==> src/rtl/rot_encode_gen.sv <==
`default_nettype none
// ============================================================================
// Module      : rot_encode_gen
// Description : Quadrature rotary-encoder waveform generator. Step commands
//               (one direction bit per detent) are queued in a small FIFO and
//               each one is played out as a full gray-code detent cycle on
//               rotA/rotB:
//                   CW  : 00 -> 10 -> 11 -> 01 -> 00   (A leads B)
//                   CCW : 00 -> 01 -> 11 -> 10 -> 00   (B leads A)
//               Each phase is held PHASE_CYCLES clocks. After the final 00
//               phase the FSM spends one cycle in IDLE, during which done
//               pulses high, so back-to-back detents repeat every
//               4*PHASE_CYCLES+1 clocks.
// Ports       : clk        - system clock, rising edge
//               rst        - asynchronous reset, active-high
//               step_valid - step command present
//               step_dir   - 1 = CW/right, 0 = CCW/left (sampled with valid)
//               step_ready - queue can accept a command (= !full)
//               rotA/rotB  - registered encoder channels
//               busy       - FSM active or commands still queued
//               pending    - queued commands not yet started
//               done       - one-cycle pulse as a detent cycle completes
// Revision    : 1.0 - initial release
// ============================================================================
module rot_encode_gen #(
    parameter int PHASE_CYCLES = 4,
    parameter int TMR_W        = 16,
    parameter int FIFO_DEPTH   = 4
) (
    input  logic                          clk,
    input  logic                          rst,
    input  logic                          step_valid,
    input  logic                          step_dir,
    output logic                          step_ready,
    output logic                          rotA,
    output logic                          rotB,
    output logic                          busy,
    output logic [$clog2(FIFO_DEPTH):0]   pending,
    output logic                          done
);

    localparam int PTR_W = $clog2(FIFO_DEPTH);
    localparam int CNT_W = PTR_W + 1;

    localparam logic [CNT_W-1:0] c_CNT_FULL = CNT_W'(FIFO_DEPTH);
    localparam logic [TMR_W-1:0] c_TMR_LOAD = TMR_W'(PHASE_CYCLES - 1);

    localparam logic [2:0] c_ST_IDLE = 3'd0;
    localparam logic [2:0] c_ST_PH1  = 3'd1;
    localparam logic [2:0] c_ST_PH2  = 3'd2;
    localparam logic [2:0] c_ST_PH3  = 3'd3;
    localparam logic [2:0] c_ST_GAP  = 3'd4;

    // ------------------------------------------------------------------------
    // Step command FIFO
    // ------------------------------------------------------------------------
    logic [FIFO_DEPTH-1:0] r_fifo;
    logic [PTR_W-1:0]      r_wptr;
    logic [PTR_W-1:0]      r_rptr;
    logic [CNT_W-1:0]      r_count;

    logic w_full;
    logic w_empty;
    logic w_push;
    logic w_pop;

    // Ready depends on fullness only; a pop on the same edge does not make
    // room for a push into a full queue.
    assign w_full  = (r_count == c_CNT_FULL);
    assign w_empty = (r_count == '0);
    assign w_push  = step_valid && !w_full;

    always_ff @(posedge clk or posedge rst) begin
        if (rst) begin
            r_fifo  <= '0;
            r_wptr  <= '0;
            r_rptr  <= '0;
            r_count <= '0;
        end else begin
            if (w_push) begin
                r_fifo[r_wptr] <= step_dir;
                r_wptr         <= r_wptr + PTR_W'(1);
            end
            if (w_pop) begin
                r_rptr <= r_rptr + PTR_W'(1);
            end
            // Simultaneous push and pop leave the occupancy unchanged.
            case ({w_push, w_pop})
                2'b10:   r_count <= r_count + CNT_W'(1);
                2'b01:   r_count <= r_count - CNT_W'(1);
                default: r_count <= r_count;
            endcase
        end
    end

    // ------------------------------------------------------------------------
    // Detent FSM
    // ------------------------------------------------------------------------
    logic [2:0]       r_state;
    logic [TMR_W-1:0] r_timer;
    logic             r_dir;
    logic             r_rot_a;
    logic             r_rot_b;
    logic             r_done;

    logic [2:0]       w_state_nxt;
    logic [TMR_W-1:0] w_timer_nxt;
    logic             w_dir_nxt;
    logic [1:0]       w_ab_nxt;
    logic             w_done_nxt;
    logic             w_tmr_zero;

    assign w_tmr_zero = (r_timer == '0);

    // The head entry is consumed only when IDLE starts a new detent.
    assign w_pop = (r_state == c_ST_IDLE) && !w_empty;

    // State register. The channel outputs and done are registered here too,
    // so they change exactly on the edge that enters the new state.
    always_ff @(posedge clk or posedge rst) begin
        if (rst) begin
            r_state <= c_ST_IDLE;
            r_timer <= '0;
            r_dir   <= 1'b0;
            r_rot_a <= 1'b0;
            r_rot_b <= 1'b0;
            r_done  <= 1'b0;
        end else begin
            r_state <= w_state_nxt;
            r_timer <= w_timer_nxt;
            r_dir   <= w_dir_nxt;
            r_rot_a <= w_ab_nxt[1];
            r_rot_b <= w_ab_nxt[0];
            r_done  <= w_done_nxt;
        end
    end

    // Next-state logic: each active phase holds for PHASE_CYCLES edges
    // (timer counts PHASE_CYCLES-1 down to 0, then the phase advances).
    always_comb begin
        w_state_nxt = r_state;
        w_timer_nxt = r_timer;
        w_dir_nxt   = r_dir;
        case (r_state)
            c_ST_IDLE: begin
                if (!w_empty) begin
                    w_state_nxt = c_ST_PH1;
                    w_timer_nxt = c_TMR_LOAD;
                    // Direction is captured from the queue at pop time, so a
                    // later change on step_dir cannot disturb this detent.
                    w_dir_nxt   = r_fifo[r_rptr];
                end
            end
            c_ST_PH1: begin
                if (w_tmr_zero) begin
                    w_state_nxt = c_ST_PH2;
                    w_timer_nxt = c_TMR_LOAD;
                end else begin
                    w_timer_nxt = r_timer - TMR_W'(1);
                end
            end
            c_ST_PH2: begin
                if (w_tmr_zero) begin
                    w_state_nxt = c_ST_PH3;
                    w_timer_nxt = c_TMR_LOAD;
                end else begin
                    w_timer_nxt = r_timer - TMR_W'(1);
                end
            end
            c_ST_PH3: begin
                if (w_tmr_zero) begin
                    w_state_nxt = c_ST_GAP;
                    w_timer_nxt = c_TMR_LOAD;
                end else begin
                    w_timer_nxt = r_timer - TMR_W'(1);
                end
            end
            c_ST_GAP: begin
                if (w_tmr_zero) begin
                    w_state_nxt = c_ST_IDLE;
                    w_timer_nxt = c_TMR_LOAD;
                end else begin
                    w_timer_nxt = r_timer - TMR_W'(1);
                end
            end
            default: begin
                w_state_nxt = c_ST_IDLE;
                w_timer_nxt = '0;
            end
        endcase
    end

    // Output logic: the channel code is a function of the state being
    // entered and the direction that goes with it, giving a gray sequence
    // (only one channel changes per phase boundary).
    always_comb begin
        w_ab_nxt   = 2'b00;
        w_done_nxt = 1'b0;
        case (w_state_nxt)
            c_ST_PH1: w_ab_nxt = w_dir_nxt ? 2'b10 : 2'b01;
            c_ST_PH2: w_ab_nxt = 2'b11;
            c_ST_PH3: w_ab_nxt = w_dir_nxt ? 2'b01 : 2'b10;
            default:  w_ab_nxt = 2'b00;
        endcase
        // The completion pulse lands on the single IDLE cycle after GAP.
        if ((r_state == c_ST_GAP) && w_tmr_zero) begin
            w_done_nxt = 1'b1;
        end
    end

    // ------------------------------------------------------------------------
    // Outputs
    // ------------------------------------------------------------------------
    assign step_ready = !w_full;
    assign rotA       = r_rot_a;
    assign rotB       = r_rot_b;
    assign done       = r_done;
    assign pending    = r_count;
    assign busy       = (r_state != c_ST_IDLE) || !w_empty;

endmodule
`default_nettype wire

==> config.mk <==
export PLATFORM = sky130hd
export DESIGN_NAME = rot_encode_gen
export DESIGN_NICKNAME = d
export VERILOG_FILES = /design/src/rtl/rot_encode_gen.sv
export SDC_FILE = /design/constraint.sdc
export NUM_CORES = 1
export LEC_CHECK = 0
export ABC_AREA = 1
export BUFFER_PORTS_ARGS = -buffer_cell sky130_fd_sc_hd__buf_2
export CAP_MARGIN = 5
export CORE_UTILIZATION = 40
export DETAILED_ROUTE_END_ITERATION = 7
export PLACE_DENSITY = 0.57
export SYNTH_ARGS = -nofsm -noshare
export SYNTH_HDL_FRONTEND = slang
export SYNTH_SLANG_ARGS = --single-unit
==> constraint.sdc <==
create_clock -name clk -period 4.7 [get_ports clk]
set_input_delay 0.235 -clock clk [delete_from_list [all_inputs] [get_ports clk]]
set_output_delay 0.235 -clock clk [all_outputs]
set_load 0.03 [all_outputs]
==> run_results.csv, run 1 <==
group,metric,value,unit
sta,final_min_period_over_clock_period,47.13,%
power,power_switching,687.1,uW
worst_setup_path,worst_path_dominant_cell_family,"adder cells",
drt,routed-via-count,1397,
worst_setup_path,reg2reg_from,"r_state[1]$_DFF_PP0_",
worst_setup_path,worstPathMaxFanout,5,
placed_design,post_dp_hpwl,2.421,mm
die,floorplan.die_area,5037,sq um
worst_setup_path,timing.critical_path.from_type,"flop",
synthesis,mapped_cells,228,
global_route,grt_pass1_wl,6.127,mm
worst_setup_path,crit_path_cell_trace,"nor2_4 -> nand2_4 -> inv_1 -> nand2_1 -> inv_1 -> ha_1 -> inv_1 -> fa_1 -> a21oi_1 -> o21ai_0 -> xor2_1",
drt,route.detailed.wl_per_inst,11.23,um
die,overall_die_width,70.98,um
clock_network,cts-resized-gates,0,
sta,timing.setup.tns,0,ns
power,irDropWorstVdd,0.3242,mV
clock_network,worst_skew_pair.late_latency,0.28,ns
synthesis,netlist-cell-type-count,30,
drt,route.detailed.vias_per_inst,4.704,
clock_network,cts_setup_buffers,0,
finish,layout_stage_area_growth_over_the_synthesis_result,10.06,%
worst_setup_path,r2r_cells,11,
power,portion_of_total_power_attributed_to_combinational_logic,51.2,%
power,power_density,706.5,nW/um^2
worst_setup_path,path_depth,11,
clock_network,cts.sinks,34,
synthesis,synth_area_leader_cell,"dfrtp_1",
synthesis,synth_edf_count,0,
synthesis,synth-seq-area-share,44.71,%
drt,detail-route-antenna-nets,0,
clock_network,cts-buffers-inserted,5,
finish,finish.instance_area,2095,sq um
synthesis,synth.top_cells.by_area,"dfrtp_1 45%, nand2_1 8.1%, nor2_1 7.3%",
global_route,overflow_after_grt,0,
die,effective_utilization_at_floorplan,42.53,%
die,io_pins,12,
global_route,first_global_vias,1369,
synthesis,ys.warnings.count,0,
power,power.internal,792.6,uW
sta,grt_setup_unrepaired,"false",
synthesis,synth.cell_area,1903,sq um
sta,final_max_slew_viol_count,0,
worst_setup_path,critical_path.most_common_cell,"inv_1",
sta,setup_violations,0,
synthesis,synth.net_count,239,
sta,timing.fmax,0.4514,GHz
clock_network,tritoncts,"yes",
synthesis,synth.top_cells.by_count,"41 x nand2_1, 37 x nor2_1, 34 x dfrtp_1",
synthesis,dominantRegCellSynth,"dfrtp_1",
sta,timing.clock.skew,0.004726,ns
drt,postRouteWirelength,3.335,mm
placed_design,placed_cell_area,2003,sq um
sta,fin_worst_hold_slack,0.03590,ns
clock_network,hold_buffers,0,
worst_setup_path,crit_required,4.86,ns
synthesis,ys_seq_elements,34,
drt,dr.pass1.iters,6,
global_route,pin_count_of_the_biggest_net_entering_global_routing,35,
die,std_cell_rows,24,
worst_setup_path,arr_time_crit_path,2.38,ns
clock_network,htree_num_levels,2,
drt,drc,0,
synthesis,synth_area_per_cell,8.347,sq um
finish,finalNetCount,255,
synthesis,portion_of_synthesized_cell_area_occupied_by_the_leading_cell_type,44.71,%
min_path,holdCritPathClass,"input port to async pin",
synthesis,synth_async_sr_flop_share,100.0,%
finish,post_route_cells_drive_above_1_share,17.96,%
placed_design,globalplace.congestion,0.7425,
sta,maxSlewHeadroom,38.96,%
finish,antenna_cells,0,
global_route,grt_antenna_before_repair,0,
placed_design,portBuffers,11,
power,switching_share,46.43,%
global_route,gr-usage-all-layers,15.98,%
sta,period_needed,2.215,ns
die,core_region_area,4474,sq um
job,timing.max_cap.violations,0,
worst_setup_path,cp-startpoint,"r_state[1]$_DFF_PP0_",
worst_setup_path,critical_path_buf_inv_count,3,
worst_setup_path,critPathKind,"flop to flop",
synthesis,synth_most_common_cell,"nand2_1",
clock_network,clockRootBuffer,"clkbuf_8",
sta,timing_worst_slew_pin_value,0.9156,ns
die,floorplan.die.height,70.98,um
power,clockPowerShare,14.8,%
worst_setup_path,critical_path.endpoint_type,"flop",
drt,drt_iter0_drc,58,
sta,hold_viol_final,0,
finish,fillerInstances,432,
clock_network,clk_pin_slew,0.07,ns
power,power_leakage,0.001092,uW
worst_setup_path,critical_path.max_stage_delay,0.44,ns
power,seqPwrFrac,34.0,%
worst_setup_path,critPathSlowestCell,"dfrtp_1",
clock_network,cts_max_path_buffers,2,
run_status,outcome,"finished, final reports clean",
state kept, by name, summed over array words and instances, names as in the netlist:
signal / cells
rotA: 1
r_state: 3
done: 1
pending: 3
r_timer: 16
r_wptr: 2
r_dir: 1
r_rptr: 2
r_fifo: 4
rotB: 1
power by group through the flow:
stage / combinational, uW / clock, uW / sequential (uW)
floorplan: 600 / 0 / 532
global placement: 758 / 0 / 509
detailed placement: 765 / 0 / 508
CTS: 770 / 228 / 505
global route: 884 / 241 / 520
finish: 757 / 220 / 503
layout make-up:
type	count	area (sq um)	share of cell area [%]
Timing Repair Buffer	12	62.56	2.987
Tap cell	52	65.06	3.106
Multi-Input combinational cell	164	920.9	43.97
Clock buffer	7	86.33	4.122
Clock inverter	1	5.005	0.2389
Inverter	27	103.9	4.958
Sequential cell	34	850.8	40.62
worst min-delay path, delay by kind of cell:
kind / cells / cell delay, ns
buffers and inverters: 3 / 0.51
cells by family (layout without fill, tap and decap cells):
kind of cell / Yosys count / in the layout / share of synthesized area, %
XOR/XNOR: 13 / 13 / 5.983
AND/OR/NAND/NOR: 125 / 125 / 31.82
buffers and inverters: 30 / 47 / 6.903
AO/OA/AOI/OAI: 19 / 19 / 5.589
adder cells (fa/ha/maj): 7 / 7 / 4.997
flip-flops: 34 / 34 / 44.71
metrics by stage:
stage	utilization [%]	instances	setup WS, ns	total power (uW)
finish	46.81	297	2.485	1480
global route	46.81	297	2.276	1645
CTS	46.81	297	2.488	1503
detailed placement	44.77	289	2.499	1273
global placement	44.77	289	2.547	1267
floorplan	-	228	2.268	1132
per-layer routing:
| layer | wire (um) | track usage [%] | vias up |
|---|---|---|---|
| met1 | 1739 | 20.84 | 633 |
| met5 | 0 | 0 | - |
| met2 | 1441 | 24.57 | 14 |
| met3 | 86 | 4.701 | 6 |
| li1 | - | - | 744 |
| met4 | 68 | 7.333 | 0 |
final timing paths:
check / endpoint / slack, ns
min in group clk: r_fifo[1]$_DFFE_PP0P_ / 0.26
worst max register to register: pending[2]$_DFFE_PP0P_ / 2.48
worst max-delay path: pending[2]$_DFFE_PP0P_ / 2.48
max in group asynchronous: r_timer[9]$_DFFE_PP0P_ / 4.35
worst min register to register: r_fifo[1]$_DFFE_PP0P_ / 0.48
worst min-delay path: r_timer[1]$_DFFE_PP0P_ / 0.04
layout by cell type, fill, tap and decap left out, types with 2 or more instances in the layout:
cell type and n:
a21oi_1 4, a21oi_2 2, and3_1 2, buf_2 11
clkbuf_8 6, dfrtp_1 34, ha_1 6, inv_1 25
nand2_1 41, nand2_2 2, nand3_1 13, nand4_1 3
nor2_1 37, nor2_2 12, nor2_4 2, nor3_1 5
nor3b_1 2, o21ai_0 12, xnor2_1 3, xor2_1 10
No activity file was read; power rests on OpenSTA's default activity.
==> run 2: changes to the inputs <==
- ABC_AREA: 1 -> 0
- PLACE_DENSITY: 0.57 -> 0.6
- clock period: 4.7 -> 2 ns (I/O delays scaled with it)
==> run_results.csv, run 2 <==
group,metric,value,unit
finish,mostFrequentLayoutCell,"dfrtp_1",
worst_setup_path,critical_path.max_stage_delay,0.56,ns
finish,largest_register_ff_count,16,
finish,reg_top3,"r_timer: 16 flops, r_fifo: 4 flops",
finish,fillerInstances,412,
global_route,first_global_vias,1337,
global_route,grt_antenna_before_repair,0,
drt,detail-route-antenna-nets,0,
min_path,holdCritPathClass,"input port to flop",
power,power_leakage,0.0009641,uW
worst_setup_path,critPathSlowestCell,"or4_4",
sta,grt_setup_unrepaired,"false",
clock_network,cts_max_path_buffers,2,
placed_design,place_inst,245,
worst_setup_path,critPathKind,"flop to flop",
drt,routed-via-count,1294,
synthesis,mapped_cells,176,
finish,finalNetCount,214,
clock_network,worst_skew_pair.late_latency,0.29,ns
synthesis,synth.net_count,187,
finish,layout_stage_area_growth_over_the_synthesis_result,21.00,%
sta,period_needed,1.915,ns
global_route,overflow_after_grt,0,
worst_setup_path,arr_time_crit_path,2.10,ns
sta,maxSlewHeadroom,70.40,%
die,io_pins,12,
sta,setup_violations,0,
sta,final_max_slew_viol_count,0,
placed_design,globalplace.congestion,0.8037,
die,effective_utilization_at_floorplan,41.61,%
clock_network,cts.sinks,34,
power,post-layout-total-power,3515,uW
synthesis,synth_async_sr_flop_share,100.0,%
worst_setup_path,crit_required,2.19,ns
sta,hold_viol_final,0,
synthesis,synth.top_cells.by_area,"dfrtp_1 47%, xnor2_1 4.9%, xor2_1 4.9%",
finish,seqCellArea,854.6,sq um
global_route,pin_count_of_the_biggest_net_entering_global_routing,35,
clock_network,clk_pin_slew,0.08,ns
drt,drt_iter0_drc,44,
finish,largest_register,"r_timer",
sta,timing.fmax,0.5221,GHz
clock_network,clockRootBuffer,"clkbuf_8",
synthesis,dominantRegCellSynth,"dfrtp_1",
die,std_cell_rows,24,
worst_setup_path,timing.critical_path.from_type,"flop",
drt,drc,0,
drt,postRouteWirelength,3.591,mm
synthesis,synth.cell_area,1799,sq um
die,core_region_area,4324,sq um
finish,fin_cells,256,
drt,route.detailed.wl_per_inst,14.03,um
synthesis,synth-seq-area-share,47.29,%
worst_setup_path,regToRegSetupSlack,0.08,ns
synthesis,synth_area_per_cell,10.22,sq um
placed_design,pre_cts_slack,0.02546,ns
global_route,gr-usage-all-layers,16.37,%
power,irDropWorstVdd,0.5516,mV
worst_setup_path,worstPathMaxFanout,4,
sta,final.setup.worst_slack,0.08467,ns
worst_setup_path,crit_path_cell_trace,"or4_4 -> or3_1 -> nor3_1 -> xnor2_1 -> nor2_2",
clock_network,cts-buffers-inserted,5,
sta,timing.clock.skew,0.01134,ns
sta,timing.setup.tns,0,ns
die,overall_die_width,69.07,um
power,power_density,1614,nW/um^2
sta,timing_worst_slew_pin_value,0.4440,ns
sta,fin_worst_hold_slack,0.08748,ns
worst_setup_path,critical_path.endpoint_type,"flop",
finish,post_route_cells_drive_above_1_share,31.86,%
synthesis,netlist-cell-type-count,41,
synthesis,synth_most_common_cell,"dfrtp_1",
drt,dr.pass1.iters,4,
synthesis,synth.top_cells.by_count,"34 x dfrtp_1, 19 x nor2_1, 17 x nand2_1",
finish,antenna_cells,0,
placed_design,portBuffers,11,
finish,layout_common_cells,"31 x dfrtp_1, 19 x nor2_1, 17 x nand2_1, 13 x buf_4, 11 x buf_2",
synthesis,ys_seq_elements,34,
global_route,grt_pass1_wl,6.092,mm
die,floorplan.die.height,69.07,um
clock_network,tritoncts,"yes",
job,timing.max_cap.violations,0,
placed_design,post_dp_hpwl,2.515,mm
synthesis,synth_edf_count,0,
synthesis,portion_of_synthesized_cell_area_occupied_by_the_leading_cell_type,47.29,%
sta,final_min_period_over_clock_period,95.77,%
clock_network,htree_num_levels,2,
die,floorplan.die_area,4770,sq um
synthesis,ys.warnings.count,0,
synthesis,synth_area_leader_cell,"dfrtp_1",
drt,route.detailed.vias_per_inst,5.055,
run_status,outcome,"finished, final reports clean",
finish,multi_input_comb_area,935.9,sq um
run 2: changes by cell type after synthesis, moves of 5 or more:
cell,before,now
inv_1,25,11
mux2_2,0,5
nand2_1,41,17
nand3_1,13,5
nor2_1,37,19
nor2_2,12,2
o21ai_0,12,6
xnor2_1,3,10
run 2: where the power goes:
part           total (uW)  leakage, uW  switching [uW]  internal (uW)
Clock                 527    0.0000482             249            278
Sequential           1330     0.000420             327           1000
Combinational        1660     0.000496             859            800
Total                3510     0.000964            1440           2080
run 2: final timing paths:
| check | startpoint | to | cells after the start |
|---|---|---|---|
| worst min-delay path | step_dir | r_fifo[1]$_DFFE_PP0P_ | 2 |
| worst max register to register | r_timer[7]$_DFFE_PP0P_ | r_timer[12]$_DFFE_PP0P_ | 5 |
| worst max-delay path | r_timer[7]$_DFFE_PP0P_ | r_timer[12]$_DFFE_PP0P_ | 5 |
| max in group asynchronous | rst | pending[1]$_DFFE_PP0P_ | 4 |
| min in group asynchronous | rst | r_timer[15]$_DFFE_PP0P_ | 4 |
| worst min register to register | r_rptr[1]$_DFFE_PP0P_ | r_rptr[1]$_DFFE_PP0P_ | 1 |
run 2: final cells by class:
| class | instances | share of cell area [%] |
|---|---|---|
| inverters | 12 | 2.184 |
| clock buffers | 7 | 3.966 |
| well taps | 52 | 2.989 |
| multi-input cells | 124 | 42.99 |
| repair buffers | 26 | 8.391 |
| flip-flops and latches | 34 | 39.25 |
| clock inverters | 1 | 0.2299 |
run 2: stage by stage:
step	utilization (%)	area (sq um)
5_1_grt	50.35	2177
2_1_floorplan	-	1846
3_5_place_dp	46.88	2027
4_1_cts	49.22	2128
6_report	50.35	2177
3_3_place_gp	46.88	2027
run 2: critical path: cells and delay by family, from the launching register on:
kind,cells,cell delay (ns)
simple gates,4,1.20
flops,1,0.45
xor+xnor,1,0.16
run 2: cell families (layout without fill, tap and decap cells):
group	Yosys count	in the layout	synth area share (%)
AND/OR/NAND/NOR	70	70	20.86
adder cells (fa/ha/maj)	7	7	5.285
buffers and inverters	18	46	4.241
XOR/XNOR	20	20	9.735
multiplexers	9	9	6.119
flip-flops	34	34	47.29
AO/OA/AOI/OAI	18	18	6.467
run 2: routing by layer:
layer	wire length (um)	vias to the layer above	global-route usage [%]
met2	1887	18	27.94
met4	62	0	6.803
met3	121	6	5.263
li1	-	644	-
met1	1520	626	18.80
met5	0	-	0
run 2: timing repair:
action,in CTS,in global routing
hold buffers,1,0
endpoints found under the setup margin,0,7
gates resized for setup,0,9
buffers inserted,0,2
hold endpoints to repair,34,0
